[src/rtl/clk_rec_lock_ctrl.sv]
// Acquisition/lock sequencer for bit clock recovery: min-interval acquire, verify, trim, holdover.
// Optional lock-loss statistics counter enabled by CLK_REC_LOCK_STATS_EN.
module clk_rec_lock_ctrl #(
  parameter int CLK_LEN       = 32,
  parameter int ACQ_EDGES     = 16,
  parameter int VERIFY_EDGES  = 8,
  parameter int TOL_SHIFT     = 3,
  parameter int MIN_INTERVAL  = 2,
  parameter int LOSS_LIMIT    = 4,
  parameter int TIMEOUT_SHIFT = 2,
  parameter int HOLD_SHIFT    = 4
) (
  input  logic               clk_300M,
  input  logic               rst_n,
  input  logic               start,
  input  logic               stop,
  input  logic               edge_pulse,
  input  logic [CLK_LEN-1:0] interval,
  output logic [CLK_LEN-1:0] period_est,
  output logic               locked,
  output logic               holdover,
  output logic [2:0]         state,
  output logic               lost_pulse,
  output logic               relock_pulse,
  output logic               acq_restart,
  output logic [15:0]        lock_loss_count
);

  localparam int W = CLK_LEN + HOLD_SHIFT;
  localparam logic [CLK_LEN-1:0] MIN_IV    = CLK_LEN'(MIN_INTERVAL);
  localparam logic [CLK_LEN-1:0] ONE       = CLK_LEN'(1);
  localparam logic [15:0]        ACQ_LAST  = 16'(ACQ_EDGES - 1);
  localparam logic [15:0]        VER_LAST  = 16'(VERIFY_EDGES - 1);
  localparam logic [15:0]        LOSS_LAST = 16'(LOSS_LIMIT - 1);

  typedef enum logic [2:0] {
    IDLE = 3'd0, ACQUIRE = 3'd1, VERIFY = 3'd2, LOCKED = 3'd3, HOLDOVER = 3'd4
  } st_t;

  st_t          st;
  logic [15:0]  stable_cnt, good_cnt, miss_cnt;
  logic [W-1:0] idle_cnt, hold_cnt;

  logic [CLK_LEN-1:0] tol, lo;
  logic [CLK_LEN:0]   hi;
  logic [W-1:0]       to_lim, hold_lim;
  logic               edge_ok, in_lo, in_hi, idle_to, hold_to, go_hold;

  // hi is one bit wider so a near-max estimate cannot wrap the upper bound
  assign tol      = period_est >> TOL_SHIFT;
  assign lo       = period_est - tol;
  assign hi       = {1'b0, period_est} + {1'b0, tol};
  assign in_lo    = interval >= lo;
  assign in_hi    = {1'b0, interval} <= hi;
  assign edge_ok  = edge_pulse && (interval >= MIN_IV);
  assign to_lim   = {{HOLD_SHIFT{1'b0}}, period_est} << TIMEOUT_SHIFT;
  assign hold_lim = {{HOLD_SHIFT{1'b0}}, period_est} << HOLD_SHIFT;
  assign idle_to  = idle_cnt > to_lim;
  assign hold_to  = hold_cnt > hold_lim;
  assign go_hold  = !stop && !start && (st == LOCKED) &&
                    (edge_ok ? (!in_lo && miss_cnt == LOSS_LAST) : idle_to);
  assign state    = st;

  always_ff @(posedge clk_300M or negedge rst_n) begin
    if (!rst_n) begin
      st           <= IDLE;
      period_est   <= '1;
      locked       <= 1'b0;
      holdover     <= 1'b0;
      lost_pulse   <= 1'b0;
      relock_pulse <= 1'b0;
      acq_restart  <= 1'b0;
      stable_cnt   <= '0;
      good_cnt     <= '0;
      miss_cnt     <= '0;
      idle_cnt     <= '0;
      hold_cnt     <= '0;
    end else begin
      lost_pulse   <= 1'b0;
      relock_pulse <= 1'b0;
      acq_restart  <= 1'b0;
      if (edge_ok)              idle_cnt <= '0;
      else if (idle_cnt != '1)  idle_cnt <= idle_cnt + W'(1);
      if (stop) begin
        st         <= IDLE;
        period_est <= '1;
        locked     <= 1'b0;
        holdover   <= 1'b0;
        stable_cnt <= '0;
        good_cnt   <= '0;
        miss_cnt   <= '0;
        idle_cnt   <= '0;
        hold_cnt   <= '0;
      end else if (start) begin
        st          <= ACQUIRE;
        period_est  <= '1;
        locked      <= 1'b0;
        holdover    <= 1'b0;
        acq_restart <= 1'b1;
        stable_cnt  <= '0;
        good_cnt    <= '0;
        miss_cnt    <= '0;
        idle_cnt    <= '0;
        hold_cnt    <= '0;
      end else begin
        case (st)
          ACQUIRE: if (edge_ok) begin
            if (interval < period_est) begin
              period_est <= interval;
              stable_cnt <= '0;
            end else begin
              if (stable_cnt != '1) stable_cnt <= stable_cnt + 16'd1;
              if (stable_cnt == ACQ_LAST) begin
                st       <= VERIFY;
                good_cnt <= '0;
              end
            end
          end
          VERIFY: if (edge_ok) begin
            if (!in_lo) begin
              period_est  <= interval;
              st          <= ACQUIRE;
              stable_cnt  <= '0;
              acq_restart <= 1'b1;
            end else begin
              if (good_cnt != '1) good_cnt <= good_cnt + 16'd1;
              if (good_cnt == VER_LAST) begin
                st       <= LOCKED;
                locked   <= 1'b1;
                miss_cnt <= '0;
              end
            end
          end else if (idle_to) begin
            // no edges at all: the estimate is stale, start from scratch
            st          <= ACQUIRE;
            period_est  <= '1;
            stable_cnt  <= '0;
            acq_restart <= 1'b1;
          end
          LOCKED: if (go_hold) begin
            st         <= HOLDOVER;
            locked     <= 1'b0;
            holdover   <= 1'b1;
            lost_pulse <= 1'b1;
            hold_cnt   <= '0;
          end else if (edge_ok) begin
            if (!in_lo) begin
              miss_cnt <= miss_cnt + 16'd1;
            end else begin
              miss_cnt <= '0;
              if (interval < period_est)              period_est <= period_est - ONE;
              else if (in_hi && interval > period_est) period_est <= period_est + ONE;
            end
          end
          HOLDOVER: begin
            if (hold_cnt != '1) hold_cnt <= hold_cnt + W'(1);
            if (edge_ok) begin
              if (in_lo && in_hi) begin
                st           <= LOCKED;
                locked       <= 1'b1;
                holdover     <= 1'b0;
                relock_pulse <= 1'b1;
                miss_cnt     <= '0;
              end
            end else if (hold_to) begin
              st          <= ACQUIRE;
              period_est  <= '1;
              holdover    <= 1'b0;
              stable_cnt  <= '0;
              acq_restart <= 1'b1;
            end
          end
          IDLE:    ;
          default: st <= IDLE;
        endcase
      end
    end
  end

`ifdef CLK_REC_LOCK_STATS_EN
  always_ff @(posedge clk_300M or negedge rst_n) begin
    if (!rst_n)                                  lock_loss_count <= '0;
    else if (go_hold && lock_loss_count != '1)   lock_loss_count <= lock_loss_count + 16'd1;
  end
`else
  assign lock_loss_count = '0;
`endif

endmodule
[config.mk]
export PLATFORM = sky130hd
export DESIGN_NAME = clk_rec_lock_ctrl
export DESIGN_NICKNAME = d
export VERILOG_FILES = /design/src/rtl/clk_rec_lock_ctrl.sv
export SDC_FILE = /design/constraint.sdc
export NUM_CORES = 1
export LEC_CHECK = 0
export BUFFER_PORTS_ARGS = -buffer_cell sky130_fd_sc_hd__buf_4
export CAP_MARGIN = 25
export CORE_AREA = 5 5 167 169
export CTS_BUF_LIST = sky130_fd_sc_hd__clkbuf_8
export DETAILED_ROUTE_END_ITERATION = 16
export DIE_AREA = 0 0 172 174
export PLACE_DENSITY_LB_ADDON = 0.25
export SLEW_MARGIN = 20
export SYNTH_ARGS = -nofsm -noshare
export SYNTH_HDL_FRONTEND = slang
export SYNTH_SLANG_ARGS = --single-unit
export TNS_END_PERCENT = 20
[constraint.sdc]
create_clock -name clk_300M -period 7.2 [get_ports clk_300M]
set_clock_uncertainty 0.15 [all_clocks]
set_input_delay 1.44 -clock clk_300M [delete_from_list [all_inputs] [get_ports clk_300M]]
set_output_delay 1.44 -clock clk_300M [all_outputs]
set_load 0.02 [all_outputs]
# Word-level counts from Yosys, hierarchy flattened
# Cells that the tools add are included.
totals:
  ff_bits: 160
  inputBits: 37
  out_inout_bits: 56
  wordCells: 192
op_classes:
  n_addsub: 9
  order_cmp: 7
  eq_ne: 36
  n_mux: 103
  reduce_logical: 25
op_table:
  columns: ["cell", "count"]
  rows:
  - ["16-bit 2-to-1 mux", 28]
  - ["32-bit 2-to-1 mux", 14]
  - ["36-bit 2-to-1 mux", 8]
  - ["32-bit one-hot mux with 4 select lines", 1]
  - ["16-bit one-hot mux with 3 select lines", 2]
  - ["36-bit by 1-bit adder with 36-bit output (second input constant)", 2]
  - ["36-bit inequality test (second input constant)", 2]
  - ["36-bit one-hot mux with 2 select lines", 1]
  - ["4-bit inequality test (second input constant)", 17]
  - ["16-bit by 1-bit adder with 16-bit output (second input constant)", 3]
  - ["3-bit 2-to-1 mux", 13]
  - ["36-bit by 34-bit > comparator with 1-bit output", 1]
  - ["36-bit > comparator", 1]
  - ["32-bit by 29-bit adder with 33-bit output", 1]
  - ["32-bit by 33-bit <= comparator with 1-bit output", 1]
  - ["32-bit by 1-bit adder with 32-bit output (second input constant)", 1]
  - ["32-bit by 2-bit >= comparator with 1-bit output (second input constant)", 1]
  - ["32-bit >= comparator", 1]
  - ["32-bit > comparator", 1]
  - ["32-bit less-than comparator", 1]
  - ["16-bit inequality test (second input constant)", 2]
  - ["16-bit one-hot mux with 2 select lines", 1]
  - ["32-bit by 1-bit subtractor with 32-bit output (second input constant)", 1]
  - ["32-bit by 29-bit subtractor with 32-bit output", 1]
  - ["26 further kinds", 75]

# Logic depth before layout (Yosys ltp)
depth:
  depth_word: 11
  ltp_mapped: 27
  mapped_depth_nobuf: 25

# Least setup slack after synthesis
# No wires, ideal clock.
synth_path:
  kind: "input-to-reg"
  start: "input interval[26]"
  end: "register period_est[25]"
  setup_ps: 80
  arrival_time_ps: 6028
  required_ps: 6970
  setup_slack_ps: 943
  cell_stages: 16
  n_path_buf: 0
  cell_sequence: "ha_1 and4_1 and3_1 and3_1 a211oi_2 ha_1 a211oi_1 o31ai_1 a21oi_1 a31oi_1 nor2_1 o21ai_0 nor3_1 nor2_1 or4_1 a32o_1"
synth_via:
  elab_chain_len: 8
  word_cells_on_any_way: 29
  classes_between: "order compare (5); eq/ne (9); mux (9); reduce/logical (6)"
synth_lines:
  columns: ["item", "line_no", "source"]
  rows:
  - ["start: declaration", "18", "input logic [CLK_LEN-1:0] interval,"]
  - ["32-bit less-than comparator", "108, 151", null]
  - ["32-bit 2-to-1 mux", "151", "if (interval < period_est) period_est <= period_est - ONE;"]
  - ["32-bit 2-to-1 mux", "147", "if (!in_lo) begin"]
  - ["32-bit 2-to-1 mux", "146", "end else if (edge_ok) begin"]
  - ["32-bit 2-to-1 mux", "140", "LOCKED: if (go_hold) begin"]
  - ["32-bit one-hot mux with 4 select lines", "106", "case (st)"]
  - ["32-bit 2-to-1 mux", "94", "end else if (start) begin"]
  - ["32-bit 2-to-1 mux", "84", "if (stop) begin"]
  - ["end signal: assignment", "109", "period_est <= interval;"]
  - ["end signal: assignment", "151", null]
  - ["end signal: assignment", "152", "else if (in_hi && interval > period_est) period_est <= period_est + ONE;"]
  - ["end: declaration", "19", "output logic [CLK_LEN-1:0] period_est,"]
# Parallel ways exist; a longest one is shown, timed or not. The select of a mux whose other input is x is not followed.
# A chain may end at the register's enable or synchronous reset.

# Worst setup path after layout
layout_path:
  start: "register period_est[4]"
  end: "register miss_cnt[10]"
layout_via:
  elab_chain_len: 8
  word_cells_on_any_way: 20
  classes_between: "add/sub (2); order compare (3); eq/ne (3); mux (7); reduce/logical (5)"
layout_lines:
  columns: ["item", "line_no", "source"]
  rows:
  - ["start signal: assignment", "109", null]
  - ["start signal: assignment", "121", "period_est <= interval;"]
  - ["start signal: assignment", "151", null]
  - ["32-bit by 29-bit subtractor with 32-bit output", "51", "assign lo = period_est - tol;"]
  - ["32-bit >= comparator", "53", "assign in_lo = interval >= lo;"]
  - ["16-bit 2-to-1 mux or 1-bit zero test (tied branches)", null, null]
  - ["16-bit 2-to-1 mux or 1-bit logical AND (tied branches)", "146, 61", null]
  - ["16-bit 2-to-1 mux or 1-bit 2-to-1 mux (tied branches)", "140, 61", null]
  - ["16-bit one-hot mux with 3 select lines or 1-bit logical AND (tied branches)", "106, 60", null]
  - ["16-bit 2-to-1 mux or 4-bit inequality test (tied branches)", null, null]
  - ["16-bit 2-to-1 mux or 8-bit AND reduction (tied branches)", null, null]
  - ["end signal: assignment", "148", "miss_cnt <= miss_cnt + 16'd1;"]
  - ["end: declaration", "41", "logic [15:0] stable_cnt, good_cnt, miss_cnt;"]
# Parallel ways exist; a longest one is shown, timed or not. The select of a mux whose other input is x is not followed.

==> impl_metrics.json <==
{
  "p_total_mw": 3.41,
  "post_synth_num_cell_types": 91,
  "drv_cap": 0,
  "peakVddDrop_uv": 104,
  "min_path_type": "flop to flop",
  "syn_to_final_growth_pct": 7.54,
  "antenna_found_initial": 0,
  "critical_path.max_fanout": 19,
  "dp_hpwl_mm": 39.5,
  "worstSetupEndpointType": "flop",
  "root_buffer": "clkbuf_8",
  "critPathTopFamily": "compound AO/OA/AOI/OAI gates",
  "p_per_area_nw_per_um2": 188,
  "setup_tns_ns": 0,
  "postCtsHoldBufs": 0,
  "grt_pass1_wl_mm": 81.6,
  "clock-sinks": 160,
  "vias": 16700,
  "dieWidth_um": 172,
  "core_um2": 26400,
  "multiInputGateArea_um2": 12100,
  "grt_max_degree": 107,
  "stdcell_area_um2": 18100,
  "cts.path.max_buffers": 2,
  "ys_ff_latch": 160,
  "synth-edff-count": 0,
  "hold_ws_ns": 0.363,
  "dr.first_iter.drc_count": 1703,
  "post-route-min-period_ns": 6.73,
  "synth_cells": 2102,
  "first_pass_iters": 6,
  "nets": 2447,
  "worst_path_max_delay_cell": "dfstp_2",
  "io_buffers": 76,
  "synth_ff_type": "dfrtp_1",
  "final-hold-violation-count": 0,
  "drc_errors": 0,
  "cts_tree": "built",
  "leakage_nw": 8.43,
  "fin_crit_sh": 0.934,
  "outcome": "finished, final reports clean",
  "max_freq_mhz": 149,
  "die_h_um": 174,
  "syn_area_per_cell_um2": 8.01,
  "cts_resized": 0,
  "dieArea_um2": 29900,
  "place.gp.congestion": 0.959,
  "critical_path_buf_inv_count": 1,
  "worst_slew_pin_slew_ns": 1.07,
  "htree_levels": 4,
  "fillCellCount": 2209,
  "path_class": "flop to flop",
  "slew_violations": 0,
  "grt_pass1_vias": 15600,
  "slowest_delay_ns": 0.61,
  "crit_chain": "inv_1 -> fa_1 -> a211oi_1 -> o211ai_1 -> a41o_1 -> a21oi_1 -> o221ai_1 -> a21oi_1 -> o21ai_1 -> xnor2_1 -> ha_1 -> nand4_1 -> nor4_2 -> o21ai_0 -> a21oi_2 -> o211ai_1 -> nand2_2 -> a311oi_1 -> a21oi_4 -> o21ai_0 -> a22o_1",
  "track_usage": 0.336,
  "initial_core_util": 0.637,
  "cts_buffers": 17,
  "viasPerCell": 6.65,
  "drive_above_1_share": 0.0956,
  "cp.arrival_ns": 6.95,
  "cp-start-kind": "flop",
  "yosys_warnings": 0,
  "wl_per_cell_um": 20.5,
  "ios": 93,
  "wirelength_mm": 51.3,
  "critPathRequiredTime_ns": 7.43,
  "drtAntennaViolNets": 0,
  "path_clk_slew_ns": 0.11,
  "ys_seq_area_frac": 0.240,
  "synth_area_um2": 16800,
  "rows": 60,
  "grt_remaining_overflow": 0,
  "synth_async_sr_flop_share": 1.00,
  "place_area_um2": 17600,
  "relSlewSlack": 0.282,
  "regArea_um2": 4040,
  "finalSetupViolations": 0,
  "worstSkewPairLatency_ns": 0.49,
  "post-cts-setup-buffer-count": 0,
  "diodes": 0
}
-- sequential cells by signal (all words and copies together) (netlist names) --
name,cells
hold_cnt,36
locked,1
state,3
miss_cnt,16
holdover,1
idle_cnt,36
good_cnt,16
lost_pulse,1
acq_restart,1
period_est,32
stable_cnt,16
relock_pulse,1
-- placed cells by master, fill, tap and decap left out, drive strengths merged, types with 26 or more instances in the layout --
master	count
ha	255
nor2	230
o21ai	211
a21oi	169
nand2	167
dfrtp	128
inv	98
buf	94
xnor2	81
nand3	60
nand4	55
and3	47
nor3	42
a21o	36
dfstp	32
nor2b	31
xor2	31
nand2b	31
a31oi	26
-- worst paths after layout --
path / start / endpoint / slack (ns) / cells after the start
min in group asynchronous: rst_n / miss_cnt[5]$_DFFE_PN0P_ / 0.66 / 1
worst max-delay path: period_est[4]$_DFFE_PN1P_ / miss_cnt[10]$_DFFE_PN0P_ / 0.47 / 21
worst min-delay path: hold_cnt[35]$_DFFE_PN0P_ / hold_cnt[35]$_DFFE_PN0P_ / 0.36 / 1
worst min register to register: hold_cnt[35]$_DFFE_PN0P_ / hold_cnt[35]$_DFFE_PN0P_ / 0.36 / 1
max in group asynchronous: rst_n / idle_cnt[14]$_DFFE_PN0P_ / 5.17 / 2
worst max register to register: period_est[4]$_DFFE_PN1P_ / miss_cnt[10]$_DFFE_PN0P_ / 0.47 / 21
-- routing by layer --
| layer | up-vias | part of all wire | global-route usage |
|---|---|---|---|
| li1 | 7793 | - | - |
| met4 | 0 | 0.051 | 0.151 |
| met1 | 7957 | 0.42 | 0.455 |
| met3 | 174 | 0.084 | 0.0603 |
| met2 | 745 | 0.45 | 0.523 |
| met5 | - | 0 | 0 |
-- stage by stage --
stage	worst slack [ns]	utilization	cells
floorplan	0.943	-	2117
global placement	0.272	0.668	2473
detailed placement	0.213	0.668	2473
CTS	0.184	0.683	2505
global route	-0.0209	0.685	2506
finish	0.472	0.685	2506
-- power breakdown --
group	internal (mW)	switching (mW)
combinational	0.688	1.03
clock	0.272	0.435
sequential	0.933	0.0529
total	1.89	1.52
-- cells in the mapped netlist, types with 9 or more instances --
library cell  number  area [um^2]
a211oi_1          18          135
a21o_1            36          270
a21oi_1          168          841
a22o_1            14          123
a31oi_1           26          163
and2_1            17          106
and3_1            47          294
and4_1            14          123
buf_2             12         60.1
buf_4             16          120
clkbuf_1          45          169
dfrtp_1          128         3200
dfstp_2           32          841
ha_1             255         3190
inv_1             91          342
nand2_1          167          627
nand2b_1          31          194
nand3_1           58          290
nand4_1           55          344
nor2_1           229          860
nor2b_1           31          194
nor3_1            41          205
nor4_1            20          125
o211ai_1           9         67.6
o21a_1            11         82.6
o21ai_0          192          961
o21ai_1            9         45.0
o21ai_2           10         87.6
o21bai_1          17          128
o22ai_1           23          144
o31ai_1           23          173
or2_2              9         56.3
or3_1             21          131
xnor2_1           81          709
xor2_1            31          272
-- worst reg2reg max path, stage by stage, from the launching register on --
cell	delay, ns
dfstp_2	0.61
inv_1	0.18
fa_1	0.49
a211oi_1	0.40
o211ai_1	0.24
a41o_1	0.29
a21oi_1	0.30
o221ai_1	0.20
a21oi_1	0.25
o21ai_1	0.18
xnor2_1	0.16
ha_1	0.32
nand4_1	0.16
nor4_2	0.47
o21ai_0	0.21
a21oi_2	0.32
o211ai_1	0.26
nand2_2	0.28
a311oi_1	0.21
a21oi_4	0.46
o21ai_0	0.20
a22o_1	0.27
-- final cells by class --
type                            count  share of cell area
Sequential cell                   160               0.223
Timing Repair Buffer               94              0.0410
Inverter                           91              0.0189
Tap cell                          341              0.0236
Multi-Input combinational cell   1788               0.671
Clock inverter                     14             0.00885
Clock buffer                       18              0.0137
-- cells by family after synthesis --
kind of cell,after synthesis,synth area share
compound gates,632,0.236
xor+xnor,112,0.0583
fa+ha+maj,258,0.193
buf+inv,169,0.0442
flops,160,0.240
mux,4,0.00245
other cells,1,0.000223
simple gates,766,0.225
No activity file was read; power rests on OpenSTA's default activity.
